--- config.mk ---
export PLATFORM = sky130hd
export DESIGN_NAME = bcd_converter_seq
export DESIGN_NICKNAME = d
export VERILOG_FILES = /design/src/rtl/bcd_pkg.sv /design/src/rtl/bcd_nibble_adj.sv /design/src/rtl/bcd_converter_seq.sv
export SDC_FILE = /design/constraint.sdc
export NUM_CORES = 1
export LEC_CHECK = 0
export ABC_CLOCK_PERIOD_IN_PS = 4900
export CORE_ASPECT_RATIO = 1.1
export CORE_UTILIZATION = 35
export CTS_CLUSTER_SIZE = 40
export DETAILED_ROUTE_END_ITERATION = 16
export MAX_ROUTING_LAYER = met4
export PLACE_DENSITY = 0.57
export SLEW_MARGIN = 20
export SYNTH_ARGS = -nofsm -noshare
export SYNTH_HDL_FRONTEND = slang
export SYNTH_SLANG_ARGS = --single-unit
--- constraint.sdc ---
create_clock -name clk -period 4.9 [get_ports clk]
set_clock_uncertainty 0.2 [all_clocks]
set_input_delay 0.98 -clock clk [delete_from_list [all_inputs] [get_ports clk]]
set_output_delay 0.98 -clock clk [all_outputs]
set_load 0.01 [all_outputs]
--- src/rtl/bcd_pkg.sv ---
// bcd_pkg: shared types and constants for the sequential binary-to-BCD converter.
// Provides the control-state enum, the nibble width and a sizing function
// that returns the number of decimal digits a given input width needs.
package bcd_pkg;

    localparam int NIB_W = 4;

    typedef enum logic [1:0] {IDLE, SHIFT, DONE} state_e;

    // Digits needed to hold the largest magnitude: 2^bin_w-1 unsigned,
    // 2^(bin_w-1) signed (the most negative value has the largest magnitude).
    function automatic int bcd_digits_needed(input int bin_w, input bit is_signed);
        longint max_mag;
        longint p;
        int n;
        max_mag = is_signed ? (64'sd1 <<< (bin_w - 1)) : ((64'sd1 <<< bin_w) - 64'sd1);
        n = 1;
        p = 10;
        while (p <= max_mag) begin
            p = p * 10;
            n++;
        end
        return n;
    endfunction

endpackage

--- src/rtl/bcd_nibble_adj.sv ---
// bcd_nibble_adj: double-dabble digit corrector, adds 3 to a nibble above 4.
// Ports: d - current BCD nibble; q - corrected nibble (truncated to 4 bits).
module bcd_nibble_adj
    import bcd_pkg::*;
(
    input  logic [NIB_W-1:0] d,
    output logic [NIB_W-1:0] q
);

    always_comb q = (d > 4'd4) ? d + 4'd3 : d;

endmodule

--- src/rtl/bcd_converter_seq.sv ---
// bcd_converter_seq: sequential shift-and-add-3 binary-to-BCD converter, one shift per clock.
// Ports: clk/reset (async active-low); in_valid/in_ready/bin_in accept side;
// out_valid/out_ready/bcd_out/blank_mask/neg result side; busy high while shifting.
module bcd_converter_seq
    import bcd_pkg::*;
#(
    parameter int BIN_W  = 13,
    parameter int DIGITS = 4,
    parameter int SIGNED = 0
) (
    input  logic                    clk,
    input  logic                    reset,
    input  logic                    in_valid,
    output logic                    in_ready,
    input  logic [BIN_W-1:0]        bin_in,
    output logic                    out_valid,
    input  logic                    out_ready,
    output logic [NIB_W*DIGITS-1:0] bcd_out,
    output logic [DIGITS-1:0]       blank_mask,
    output logic                    neg,
    output logic                    busy
);

    localparam int BCD_W = NIB_W * DIGITS;
    localparam int SR_W  = BCD_W + BIN_W;
    localparam int CNT_W = $clog2(BIN_W + 1);

    if (BIN_W < 2) begin : g_bad_width
        $error("bcd_converter_seq: BIN_W must be at least 2");
    end
    if (DIGITS < bcd_digits_needed(BIN_W, SIGNED != 0)) begin : g_bad_digits
        $error("bcd_converter_seq: DIGITS too small for BIN_W/SIGNED");
    end

    state_e            state_q, state_d;
    logic [SR_W-1:0]   sr_q, sr_d;
    logic [CNT_W-1:0]  cnt_q, cnt_d;
    logic [BCD_W-1:0]  bcd_q, bcd_d;
    logic [DIGITS-1:0] mask_q, mask_d;
    logic              sign_q, sign_d;
    logic              neg_q, neg_d;

    logic [BCD_W-1:0]  adj;
    logic [SR_W-1:0]   shifted;
    logic [BIN_W-1:0]  mag;
    logic [DIGITS-1:0] zmask;
    logic              all_zero;
    logic              last;

    for (genvar i = 0; i < DIGITS; i++) begin : g_adj
        bcd_nibble_adj u_adj (
            .d(sr_q[BIN_W+NIB_W*i +: NIB_W]),
            .q(adj[NIB_W*i +: NIB_W])
        );
    end

    always_comb shifted = {adj, sr_q[BIN_W-1:0]} << 1;

    // Negating the BIN_W-bit pattern maps -2^(BIN_W-1) onto 2^(BIN_W-1) unsigned.
    always_comb mag = (SIGNED != 0 && bin_in[BIN_W-1]) ? -bin_in : bin_in;

    always_comb last = cnt_q == CNT_W'(BIN_W - 1);

    // Leading-zero mask from the top digit down; digit 0 is never blanked.
    always_comb begin
        zmask = '0;
        all_zero = 1'b1;
        for (int k = DIGITS - 1; k >= 1; k--) begin
            all_zero = all_zero & (shifted[BIN_W+NIB_W*k +: NIB_W] == '0);
            zmask[k] = all_zero;
        end
    end

    always_comb begin
        state_d = state_q;
        sr_d    = sr_q;
        cnt_d   = cnt_q;
        bcd_d   = bcd_q;
        mask_d  = mask_q;
        sign_d  = sign_q;
        neg_d   = neg_q;
        if (state_q == IDLE && in_valid) begin
            sr_d    = {{BCD_W{1'b0}}, mag};
            cnt_d   = '0;
            sign_d  = (SIGNED != 0) && bin_in[BIN_W-1] && (mag != '0);
            state_d = SHIFT;
        end else if (state_q == SHIFT) begin
            sr_d  = shifted;
            cnt_d = cnt_q + 1'b1;
            if (last) begin
                bcd_d   = shifted[SR_W-1 -: BCD_W];
                mask_d  = zmask;
                neg_d   = sign_q;
                state_d = DONE;
            end
        end else if (state_q == DONE && out_ready) begin
            state_d = IDLE;
        end
    end

    always_ff @(posedge clk or negedge reset) begin
        if (!reset) begin
            state_q <= IDLE;
            sr_q    <= '0;
            cnt_q   <= '0;
            bcd_q   <= '0;
            mask_q  <= '0;
            sign_q  <= 1'b0;
            neg_q   <= 1'b0;
        end else begin
            state_q <= state_d;
            sr_q    <= sr_d;
            cnt_q   <= cnt_d;
            bcd_q   <= bcd_d;
            mask_q  <= mask_d;
            sign_q  <= sign_d;
            neg_q   <= neg_d;
        end
    end

    assign in_ready   = state_q == IDLE;
    assign out_valid  = state_q == DONE;
    assign busy       = state_q == SHIFT;
    assign bcd_out    = bcd_q;
    assign blank_mask = mask_q;
    assign neg        = neg_q;

endmodule

* Yosys cells after proc, flatten, opt, wreduce, memory -nomap -nowiden
Cells that the tools add are included.
** Word-level totals
- Output and inout bits :: 24
- Bits in registers :: 54
** Operators by class
- Equal/unequal tests :: 4
- Muxes and demuxes :: 12
- Bitwise operators :: 3
- Reductions and logical operators :: 10
- Add/sub/neg operators :: 5
- Magnitude comparators :: 4
** Operator list (count)
- $mux W29 :: 2
- $mux W4 :: 5
- $gt A4 B3 Y1 const B :: 4
- $add A4 B2 Y4 const B :: 3
- $logic_not A4 Y1 :: 3
- $mux W2 :: 4
- $add A4 B1 Y4 const B :: 1
- $eq A4 B4 Y1 const B :: 1
- $add A3 B2 Y3 const B :: 1
- $mux W3 :: 1
- $ne A3 B1 Y1 const B :: 1
- $reduce_and A3 Y1 :: 1
- $reduce_bool A3 Y1 :: 1
- $and A1 B1 Y1 :: 2
- $eq A2 B1 Y1 const B :: 1
- $eq A2 B2 Y1 const B :: 1
- $logic_and A1 B1 Y1 :: 2
- $logic_not A2 Y1 :: 1
- $reduce_and A2 Y1 :: 1
- $reduce_bool A2 Y1 :: 1
- $not A1 Y1 :: 1

* Longest topological paths before layout
- Depth in word-level cells :: 5
- Gate-level depth with buffers :: 7

* Modules after synthesis
Synthesis repeated with hierarchy kept, for this count alone.
** Unflattened totals
- Cell total of the unflattened synthesis :: 235
- Area, all modules :: 2683.8 µm²
** By module, submodules not included
- bcd_converter_seq :: cells each 175, instances 1, area each 2268.4 µm², seq. area each 1351.3 µm²
- bcd_nibble_adj :: cells each 15, instances 4, area each 103.8 µm², seq. area each 0.0 µm²

* Least setup slack after synthesis
Ideal clock, no wire load.
- Path type :: register to output
- Start :: register state_q[1]
- End :: output port busy
- Data required time :: 3.720 ns
- Data arrival time :: 0.971 ns
- Setup slack :: 2.749 ns
- Buffers on the path :: 1
- Stages on the path, launching flop included :: 4
- Path through :: dfrtp_1 > nand2b_1 > inv_2 > clkbuf_1
** On the way
- Longest elaborated chain between the ends :: 1
** Ends and longest elaborated chain
- from (decl) :: line bcd_converter_seq.sv:35 : state_e state_q, state_d;
- from (signal assigned) :: line bcd_converter_seq.sv:111 : state_q <= state_d;
- $eq A2 B1 Y1 :: line bcd_converter_seq.sv:123 : assign busy = state_q == SHIFT;
- to (decl) :: line bcd_converter_seq.sv:21 : output logic busy
Every way passes these cells.

* Worst setup path after layout
Ends and elaborated chain as after synthesis.

==> results.py <==
metrics = {
    "floorplanning": {
        "die_w_um": 83.8,
        "io_pins": 41,
        "start_util_pct": 36.4,
        "fp-row-count": 32,
        "dieArea_um2": 7710,
        "core-area_um2": 7090,
        "die_h_um": 92.0,
    },
    "critical_path": {
        "crit_type": "reg2out",
        "startpoint": "state_q[1]",
        "critPathMaxFanout": 32,
        "start_kind": "flop",
        "critPathRequiredTime_ps": 3720,
        "ff2ff_setup_slack_ps": 2170,
        "rr_startpoint": "state_q[1]",
        "endpoint_kind": "output port",
        "cp.arrival_ps": 2050,
    },
    "sta": {
        "hold_violations": 0,
        "setup_tns_ps": 0,
        "rsz0062_at_grt": "no",
        "max_freq_mhz": 310,
        "drv_slew": 0,
        "final.min_clock_period_ps": 3230,
        "hold_ws_ps": 281,
        "relSlewSlack_pct": 41.6,
        "worst_pin_slew_ps": 875,
        "min_period_over_period_pct": 65.9,
        "setup_violations": 0,
    },
    "pwr": {
        "p_seq_share_pct": 61.4,
        "p_comb_share_pct": 3.1,
        "power.total_w": 0.000725,
        "p_per_area_nw_per_um2": 235,
        "p_clk_share_pct": 35.6,
        "vdd_drop_max_mv": 0.0843,
        "intPower_w": 0.000571,
        "switchingPower_w": 0.000155,
        "leakage_nw": 1.46,
        "swShare_pct": 21.3,
    },
    "routing": {
        "wl_met3_um": 189,
        "routed-wl-met2_um": 2240,
        "drt-wirelength-per-cell_um": 12.5,
        "vias": 1967,
        "vias_per_cell": 5.03,
        "drt_first_iter_violations": 127,
        "firstDrtPassIters": 10,
        "drt-total-wl_um": 4890,
        "top_layer": "met4",
        "wl_met1_um": 2400,
        "drc": 7,
        "antenna_left": 0,
    },
    "global_routing": {
        "antenna_found_initial": 0,
        "grt_max_degree": 55,
        "grt_pass1_wl_um": 8800,
        "overflow": 0,
        "grt_use_total_pct": 14.8,
        "grt_pass1_vias": 1848,
    },
    "clocking": {
        "cts_setup_buffers": 0,
        "post_cts_resized": 0,
        "cts_tree": "done",
        "clk_path_buf_depth": 2,
        "clk_pin_slew_worst_paths_ps": 90,
        "cts_buffers": 5,
        "ctsHoldBuffers": 0,
        "clkLatencyLatePin_ps": 310,
        "htreeDepth": 2,
        "cts-root-buf": "clkbuf_8",
        "cts.sinks": 54,
    },
    "logic_synthesis": {
        "yosysMostFrequentCell": "nand2_1",
        "ys_top_cells_by_area": "dfrtp_1, nand2_1, o21ai_0",
        "synth_seq_cells": 54,
        "yosysUniqueCellTypes": 43,
        "avgSynthCellArea_um2": 9.48,
        "synth.top_cells.by_count": "nand2_1, dfrtp_1, o21ai_0",
        "synth_area_um2": 2580,
        "synthCells": 272,
        "synth_warnings": 0,
        "ys_async_sr_fraction_pct": 100,
        "yosysSeqAreaShare_pct": 52.4,
        "synth.top_cell.area_share_pct": 52.4,
        "synth_top_area_cell": "dfrtp_1",
        "synth_edf_count": 0,
        "synth_flop_cell": "dfrtp_1",
    },
    "cells_and_area": {
        "n_antenna_cell": 0,
        "final_layout_size_suffix_gt1_share_pct": 6.86,
        "final_nets": 331,
        "syn2layout_area_growth_pct": 19.7,
        "fin_cells": 391,
    },
    "place": {
        "io_buffers": 38,
        "place_inst": 383,
        "dp_hpwl_um": 3300,
        "gp_congestion": 0.784,
    },
    "flow_run": {
        "drv_cap": 0,
    },
    "status": {
        "status": "finished, violations left",
        "violations": "DRC",
    },
    "worst_hold_path": {
        "hold_start": "blank_mask[3]",
        "hold_class": "reg2reg",
    },
}
final timing paths:
path / end / cells after the start
setup / recovery: busy / 4
hold / removal: blank_mask[3] / 2
setup reg to reg: bcd_out[0] / 5
hold reg to reg: blank_mask[3] / 2
max in group asynchronous: sr_q[24] / 2
min in group asynchronous: blank_mask[2] / 2
worst max-delay path, cell delays in order (launching register included):
cell and delay [ps]:
dfrtp_1 410, nand2b_1 150, buf_4 220, inv_2 340
clkdlybuf4s50_1 610
metrics by stage:
stage,utilization [%],instance area [um2],worst slack (ps)
detailed placement,42.2,2990,1800
global placement,42.2,2990,1870
floorplan,-,2580,2750
finish,43.5,3090,1670
CTS,43.5,3090,1660
global route,43.5,3090,1540
kinds of logic after synthesis:
family / count (synthesis) / share of synthesized area, %
compound gates: 72 / 16.7
fa+ha+maj: 9 / 4.37
buf+inv: 30 / 5.44
simple gates: 96 / 17.1
mux: 4 / 1.80
flops: 54 / 52.4
other cells: 1 / 0.145
xor+xnor: 6 / 2.04
flip-flops by register name (all words and copies together) (netlist names):
register / count
bcd_out: 16
blank_mask: 3
cnt_q: 4
sr_q: 29
state_q: 2
power by group through the flow:
stage            logic, W  registers [W]  clock network (W)
2_1_floorplan  0.00000200       0.000454                  0
3_3_place_gp    0.0000234       0.000454                  0
3_5_place_dp    0.0000233       0.000454                  0
4_1_cts         0.0000233       0.000445           0.000268
5_1_grt         0.0000257       0.000445           0.000282
6_report        0.0000222       0.000445           0.000258
area by class of cell:
type	count	area (um2)
clock buffer	7	86.3
clock inverter	1	5.00
fill	707	4000
inverter	15	56.3
multi-input combinational	189	1090
sequential	54	1350
tap	85	106
timing repair buffer	40	390
cells in the final DEF, fill, tap and decap left out, drive strengths merged:
cell,instances
nand2,56
dfrtp,54
o21ai,42
clkdlybuf4s50,37
nand3,16
inv,15
a22oi,12
ha,9
nor2,7
a21oi,7
clkbuf,7
xnor2,5
nor3,3
o31ai,3
buf,3
and2,2
and2b,2
o21bai,2
nor3b,2
mux2,2
conb,2
nand4,2
mux2i,2
nand2b,1
nor2b,1
xor2,1
or2,1
a21o,1
a21boi,1
a2111oi,1
a31oi,1
o211a,1
nor4,1
or3b,1
o2111ai,1
nand4bb,1
clkinv,1
layer usage:
layer	vias to the layer above	track usage, %
met5	-	-
met4	0	4.74
met3	7	3.06
met1	932	19.7
li1	985	-
met2	43	22.9
No activity file was read; power rests on OpenSTA's default activity.
